--- config.mk ---
export PLATFORM = sky130hd
export DESIGN_NAME = regfile_3bus
export DESIGN_NICKNAME = d
export VERILOG_FILES = /design/src/rtl/regfile_3bus.sv
export SDC_FILE = /design/constraint.sdc
export NUM_CORES = 2
export LEC_CHECK = 0
export BUFFER_PORTS_ARGS = -buffer_cell sky130_fd_sc_hd__buf_2
export CORE_MARGIN = 4
export CORE_UTILIZATION = 45
export CTS_BUF_LIST = sky130_fd_sc_hd__clkbuf_16
export DETAILED_ROUTE_END_ITERATION = 10
export HOLD_SLACK_MARGIN = 0.12
export PLACE_DENSITY_LB_ADDON = 0.3
export SLEW_MARGIN = 0
export SYNTH_ARGS = -nofsm -noshare
export SYNTH_HDL_FRONTEND = slang
export SYNTH_SLANG_ARGS = --single-unit
--- constraint.sdc ---
create_clock -name clk -period 3 [get_ports clk]
set_clock_uncertainty 0.2 [all_clocks]
set_input_delay 0.15 -clock clk [delete_from_list [all_inputs] [get_ports clk]]
set_output_delay 0.15 -clock clk [all_outputs]
set_load 0.05 [all_outputs]
--- src/rtl/regfile_3bus.sv ---
// regfile_3bus: 32 x 32-bit RV32I integer register file with two combinational
// read ports (ALU operand buses A/B) and one write port (result bus).
// x0 is hardwired to zero. WrCount is a saturating count of committed writes.
// Optional build macro REGFILE_BYPASS_EN adds a write-through bypass so a read of
// the register being written returns WD in the same cycle.
module regfile_3bus #(
  parameter int XLEN  = 32,
  parameter int NREGS = 32,
  parameter int AW    = 5
) (
  input  logic            clk,
  input  logic            rst_n,
  input  logic [AW-1:0]   RA1,
  input  logic [AW-1:0]   RA2,
  output logic [XLEN-1:0] RD1,
  output logic [XLEN-1:0] RD2,
  input  logic            WE,
  input  logic [AW-1:0]   WA,
  input  logic [XLEN-1:0] WD,
  output logic [15:0]     WrCount
);

  logic [XLEN-1:0] regs [NREGS];
  logic [15:0]     wr_count;
  logic            commit;

  // A write with WA == 0 targets x0 and is dropped entirely, counter included.
  assign commit = WE && (WA != '0);

  // Register array: async clear, single write per cycle. Entry 0 is cleared but
  // never written, and reads of address 0 are forced to zero anyway.
  always_ff @(posedge clk or negedge rst_n) begin
    if (!rst_n) begin
      for (int i = 0; i < NREGS; i++) begin
        regs[i] <= '0;
      end
    end else if (commit) begin
      regs[WA] <= WD;
    end
  end

  // Committed-write counter; holds at all-ones instead of wrapping.
  always_ff @(posedge clk or negedge rst_n) begin
    if (!rst_n) begin
      wr_count <= '0;
    end else if (commit && (wr_count != 16'hFFFF)) begin
      wr_count <= wr_count + 16'd1;
    end
  end

  assign WrCount = wr_count;

`ifdef REGFILE_BYPASS_EN
  logic byp1;
  logic byp2;

  // Bypass only for a live, non-x0 write; reset gating is applied below.
  always_comb begin
    byp1 = commit && (RA1 == WA);
    byp2 = commit && (RA2 == WA);
  end

  // Read ports with write-through: new data is visible in the write cycle.
  always_comb begin
    RD1 = '0;
    RD2 = '0;
    if (rst_n) begin
      if (RA1 != '0) RD1 = byp1 ? WD : regs[RA1];
      if (RA2 != '0) RD2 = byp2 ? WD : regs[RA2];
    end
  end
`else
  // Read ports: plain array lookup, old value seen during a same-cycle write.
  always_comb begin
    RD1 = '0;
    RD2 = '0;
    if (rst_n) begin
      if (RA1 != '0) RD1 = regs[RA1];
      if (RA2 != '0) RD2 = regs[RA2];
    end
  end
`endif

endmodule

[Yosys cells after proc, flatten, opt, wreduce, memory -nomap -nowiden]
Index checks and enable logic that the tools add are counted.
Widths: inputs -> output; s select.
Storage, ports and cells
  flip-flop bits (word level): 1040
  input bits: 50
  output and inout port bits: 80
Operators by class
  add/sub/neg operators: 1
  order comparisons: 4
  equal/unequal tests: 1
  muxes and demuxes: 13
  bitwise logic cells: 3
  reduce and logical (&&, ||, !) cells: 6
Operators with widths (number)
  $bwmux 1024: 1
  $bmux 32 s5: 2
  $mux 32: 9
  $demux 32 s5: 1
  $ge 6x6->1 const B: 3
  $not 5->6: 3
  $add 16x1->16 const B: 1
  $ne 16x16->1 const B: 1
  $reduce_bool 5->1: 3
  $lt 6x1->1 const B: 1
  $logic_and 1x1->1: 3

[Depth between registers and ports, before layout]
  depth after elaboration: 6
  mapped depth: 8

[Worst setup path after synthesis]
OpenSTA, ideal clock, no wires.
  kind: register to register
  from: register wr_count[0], in the netlist WrCount[0]
  to: register wr_count[1], in the netlist WrCount[1]
  setup time: 0.125 ns
  arrival: 1.995 ns
  slack: 0.680 ns
  stages on the path, launching flop included: 6
  buffers on the path: 0
  clock period less this slack: 2.320 ns
  path through: dfrtp_1 > ha_1 > nand3_1 > nor4_4 > nor2_2 > mux2_4
On the way
  longest elaborated chain between the ends: 2
Ends and longest elaborated chain
  from (decl): line 24  | logic [15:0] wr_count;
  from (signal assigned): line 47  | wr_count <= wr_count + 16'd1;
  branches (longest 2 deep; another with $add 16x1->16)
Parallel ways; which one is timed is not known.
A chain may end at the register's enable or synchronous reset.

[Final worst setup path]
  from: register regs[30] (netlist name)
  to: output RD1[30]
On the way
  longest elaborated chain between the ends: 5
Ends and longest elaborated chain
  from (decl): line 23  | logic [XLEN-1:0] regs [NREGS];
  from (signal, indexed assignment): line 35  | regs[i] <= '0;
  from (signal, indexed assignment): line 38  | regs[WA] <= WD;
  $bmux 32 s5: line 78  | if (RA1 != '0) RD1 = regs[RA1];
  $mux 32 (not written as such) (2 in series): line 78
  $mux 32: line 78
  $mux 32: line 77  | if (rst_n) begin
  to (decl): line 15  | output logic [XLEN-1:0] RD1,
No other way between the ends. The select of a mux whose other input is x is not followed.

==> impl_results.md <==
* CP Class: reg -> out
* CTS tree: built
* Worst Tran Pin Value at 1040 ps
* Pre-Repair DR Iteration Count at 6
* Total negative slack at 0 ps
* Hold Slack at roughly 190 ps
* Final hold viol count at 0
* Vias in the first global route at 37792
* Clk buf depth at 3
* Synth async-reset ratio at 1.00
* # fillers at about 10000
* GP Congestion at around 0.82
* CTS buffer count at ~110
* Drt drc at 0
* Slew margin rel. at 0.308
* Synth area leader: dfrtp_1
* Multi-input logic area at 26900 sq um
* Synth-to-layout area growth at 15.0%
* First-pass GRT wire length at 252 mm
* Clock Latency Late Sink at 700 ps
* Die extent in x at 355 microns
* # Max-Cap Violations at 0
* Antenna violations before repair at 3
* Final Setup Violations at 0
* Req. time, crit path at 2650 ps
* Achievable Freq at ~350 MHz
* Critical path endpoint category: output pin
* Synth Area per Inst at 13.4 sq um
* Register area share after synthesis at 0.466
* Post-Route WL at roughly 170 mm
* Hold crit path type: in -> reg
* Full die area at roughly 130000 sq um
* Port buffer count at around 130
* Max Slew Vio Count at 0
* Routed WL per cell at between 20 and 30 microns
* Synth top area share at 0.466
* Die height at about 350 microns
* Routed Antenna Nets at 0
* Syn nets at slightly above 4000
* Unique masters post-synth at 55
* Slowest CP cell: mux4_2
* Register bit count reported by yosys at just over 1000
* Ys flop type: dfrtp_1
* EDFF count, synth at 0
* Peak VDD IR at 0.000624 V
* Crit path max fanout at 3
* Clk slew on worst S/H paths at roughly 60 ps
* Root buffer cell: clkbuf_16
* Starting density of the core at 0.453
* Sink Count at approximately 1000
* Slowest cell delay on critical path at roughly 480 ps
* Tmin final at around 2900 ps
* Status: completed
* Detailed-placement wirelength estimate at around 100 mm
* FF+latch area at 25200 sq um
* Crit start category: register
* Final Power at between 40000 and 50000 uW
* Post-Synthesis Cells at about 4000
* # Post-CTS Setup Buffers at 0
* Period utilization at 0.958
* CTS H-Tree Depth at 3
* Routed vias/inst at between 6 and 7
* Pwr dens at between 600 and 700 nW/um^2
* Worst path cell trace: mux4_2 > a22oi_1 > nand4_1 > buf_12
* Grt ovf at 0
* Synth warn at 0
* RSZ-0062 raised after global routing: no
* Initial drt markers at approximately 3700
* Top cells by count, synth: 1008 x dfrtp_1, 955 x mux2_2, 578 x mux2i_1
* Mapped cell area at ~54000 sq um
* FP Rows at around 130
* Via Count at about 37000
* Total track usage at 0.264
* Most frequent cell after synthesis: dfrtp_1
* Core ar. at 120000 sq um
* WP data arrival at 2520 ps
* Largest net degree at the start of global routing at 155
* Final net count at 4162
* Top Ports at between 100 and 150
* Leakage at ~0.028 uW
* Main area contributors after synthesis: dfrtp_1 47%, mux2_2 20%, mux2i_1 11%
* Share of post-route cells with drive strength above 1 at 0.405
==> routing by layer <==
layer	share of wire	global-route usage	wire, microns
met5	0.00016	0	27
met4	0.042	0.0962	7050
met3	0.068	0.0457	11400
met2	0.47	0.424	78800
met1	0.42	0.362	70800
==> stage by stage <==
step	utilization	worst slack, ps	instances	instance area [sq um]
after global placement	0.485	378	5557	58100
after detailed placement	0.485	357	5557	58100
after CTS	0.521	21.5	5815	62300
after global routing	0.521	75.3	5815	62300
final	0.521	126	5815	62300
after floorplan	-	680	4044	54200
==> path summary, 6_finish.rpt <==
path                            start  cells after the start  slack (ps)           to
min in group asynchronous       rst_n                      4         290    regs[865]
setup / recovery             regs[30]                      4         130      RD1[30]
setup reg to reg           WrCount[0]                      5         710   WrCount[1]
hold reg to reg             regs[604]                      1         310    regs[604]
hold / removal                  WA[1]                      4         190  WrCount[14]
max in group asynchronous       rst_n                      5         300    regs[854]
==> kinds of logic (layout without fill, tap and decap cells) <==
group	count (synthesis)	in the layout	synth area share
AO/OA/AOI/OAI	514	514	0.0660
XOR/XNOR	15	15	0.00243
adder cells (fa/ha/maj)	1	1	0.000231
buffers and inverters	429	587	0.0412
flip-flops	1008	1008	0.466
multiplexers	1762	1762	0.393
other	0	1	0
AND/OR/NAND/NOR	315	315	0.0317
==> repair_timing <==
item	CTS	global route
setup endpoints to repair	0	80
gates resized for setup	0	3
hold buffers	52	0
hold endpoints to repair	1628	0
==> cells in the final DEF (no fill, tap or decap), types with 4 or more instances in the layout <==
| master | synthesis | routed |
|---|---|---|
| buf_12 | 0 | 129 |
| buf_4 | 51 | 125 |
| nor4_1 | 7 | 7 |
| clkinv_2 | 0 | 21 |
| dlygate4sd3_1 | 0 | 51 |
| nand2_2 | 0 | 15 |
| buf_2 | 144 | 66 |
| a22oi_1 | 191 | 191 |
| clkbuf_16 | 0 | 115 |
| nor3_1 | 7 | 6 |
| a221oi_1 | 64 | 64 |
| nand4_1 | 66 | 66 |
| mux2_2 | 955 | 955 |
| mux2_1 | 37 | 37 |
| inv_1 | 3 | 25 |
| and2_2 | 0 | 4 |
| o21ai_1 | 20 | 20 |
| nor4b_1 | 4 | 4 |
| bufinv_16 | 0 | 15 |
| o21ai_0 | 43 | 43 |
| nand2_1 | 150 | 135 |
| buf_8 | 0 | 5 |
| nand3b_1 | 9 | 9 |
| mux4_2 | 191 | 191 |
| nor2_4 | 8 | 21 |
| nand3_1 | 8 | 8 |
| mux2i_1 | 578 | 578 |
| o22ai_1 | 192 | 192 |
| xor2_1 | 14 | 14 |
| or3b_2 | 3 | 7 |
| dfrtp_1 | 1008 | 1008 |
| clkinv_1 | 0 | 26 |
==> state kept, by name, summed over array words and instances, names as in the netlist <==
register,count
WrCount,16
regs,992
==> report_power, final <==
group          total [uW]  switching, uW  leakage (uW)  internal, uW
sequential          18300           2000        0.0129         16300
clock               14000           5800       0.00191          8200
combinational        8490           3870        0.0129          4610
total               40800          11700        0.0277         29100
==> worst max-delay path, delay by kind of cell (launching register included) <==
family,cells,cell delay (ps)
muxes,1,480
DFF,1,400
buffers and inverters,1,280
AOI/OAI and AO/OA,1,290
and+or+nand+nor,1,370
==> cell type report <==
| class | instances | share of cell area |
|---|---|---|
| Clock buffer | 115 | 0.0462 |
| Clock inverter | 91 | 0.0134 |
| Sequential cell | 1008 | 0.405 |
| Inverter | 3 | 0.000181 |
| Multi-Input combinational cell | 2607 | 0.431 |
| Timing Repair Buffer | 378 | 0.0715 |
| Tap cell | 1612 | 0.0324 |
| Antenna cell | 1 | 0.0000402 |
(Power assumes the default switching activity.)
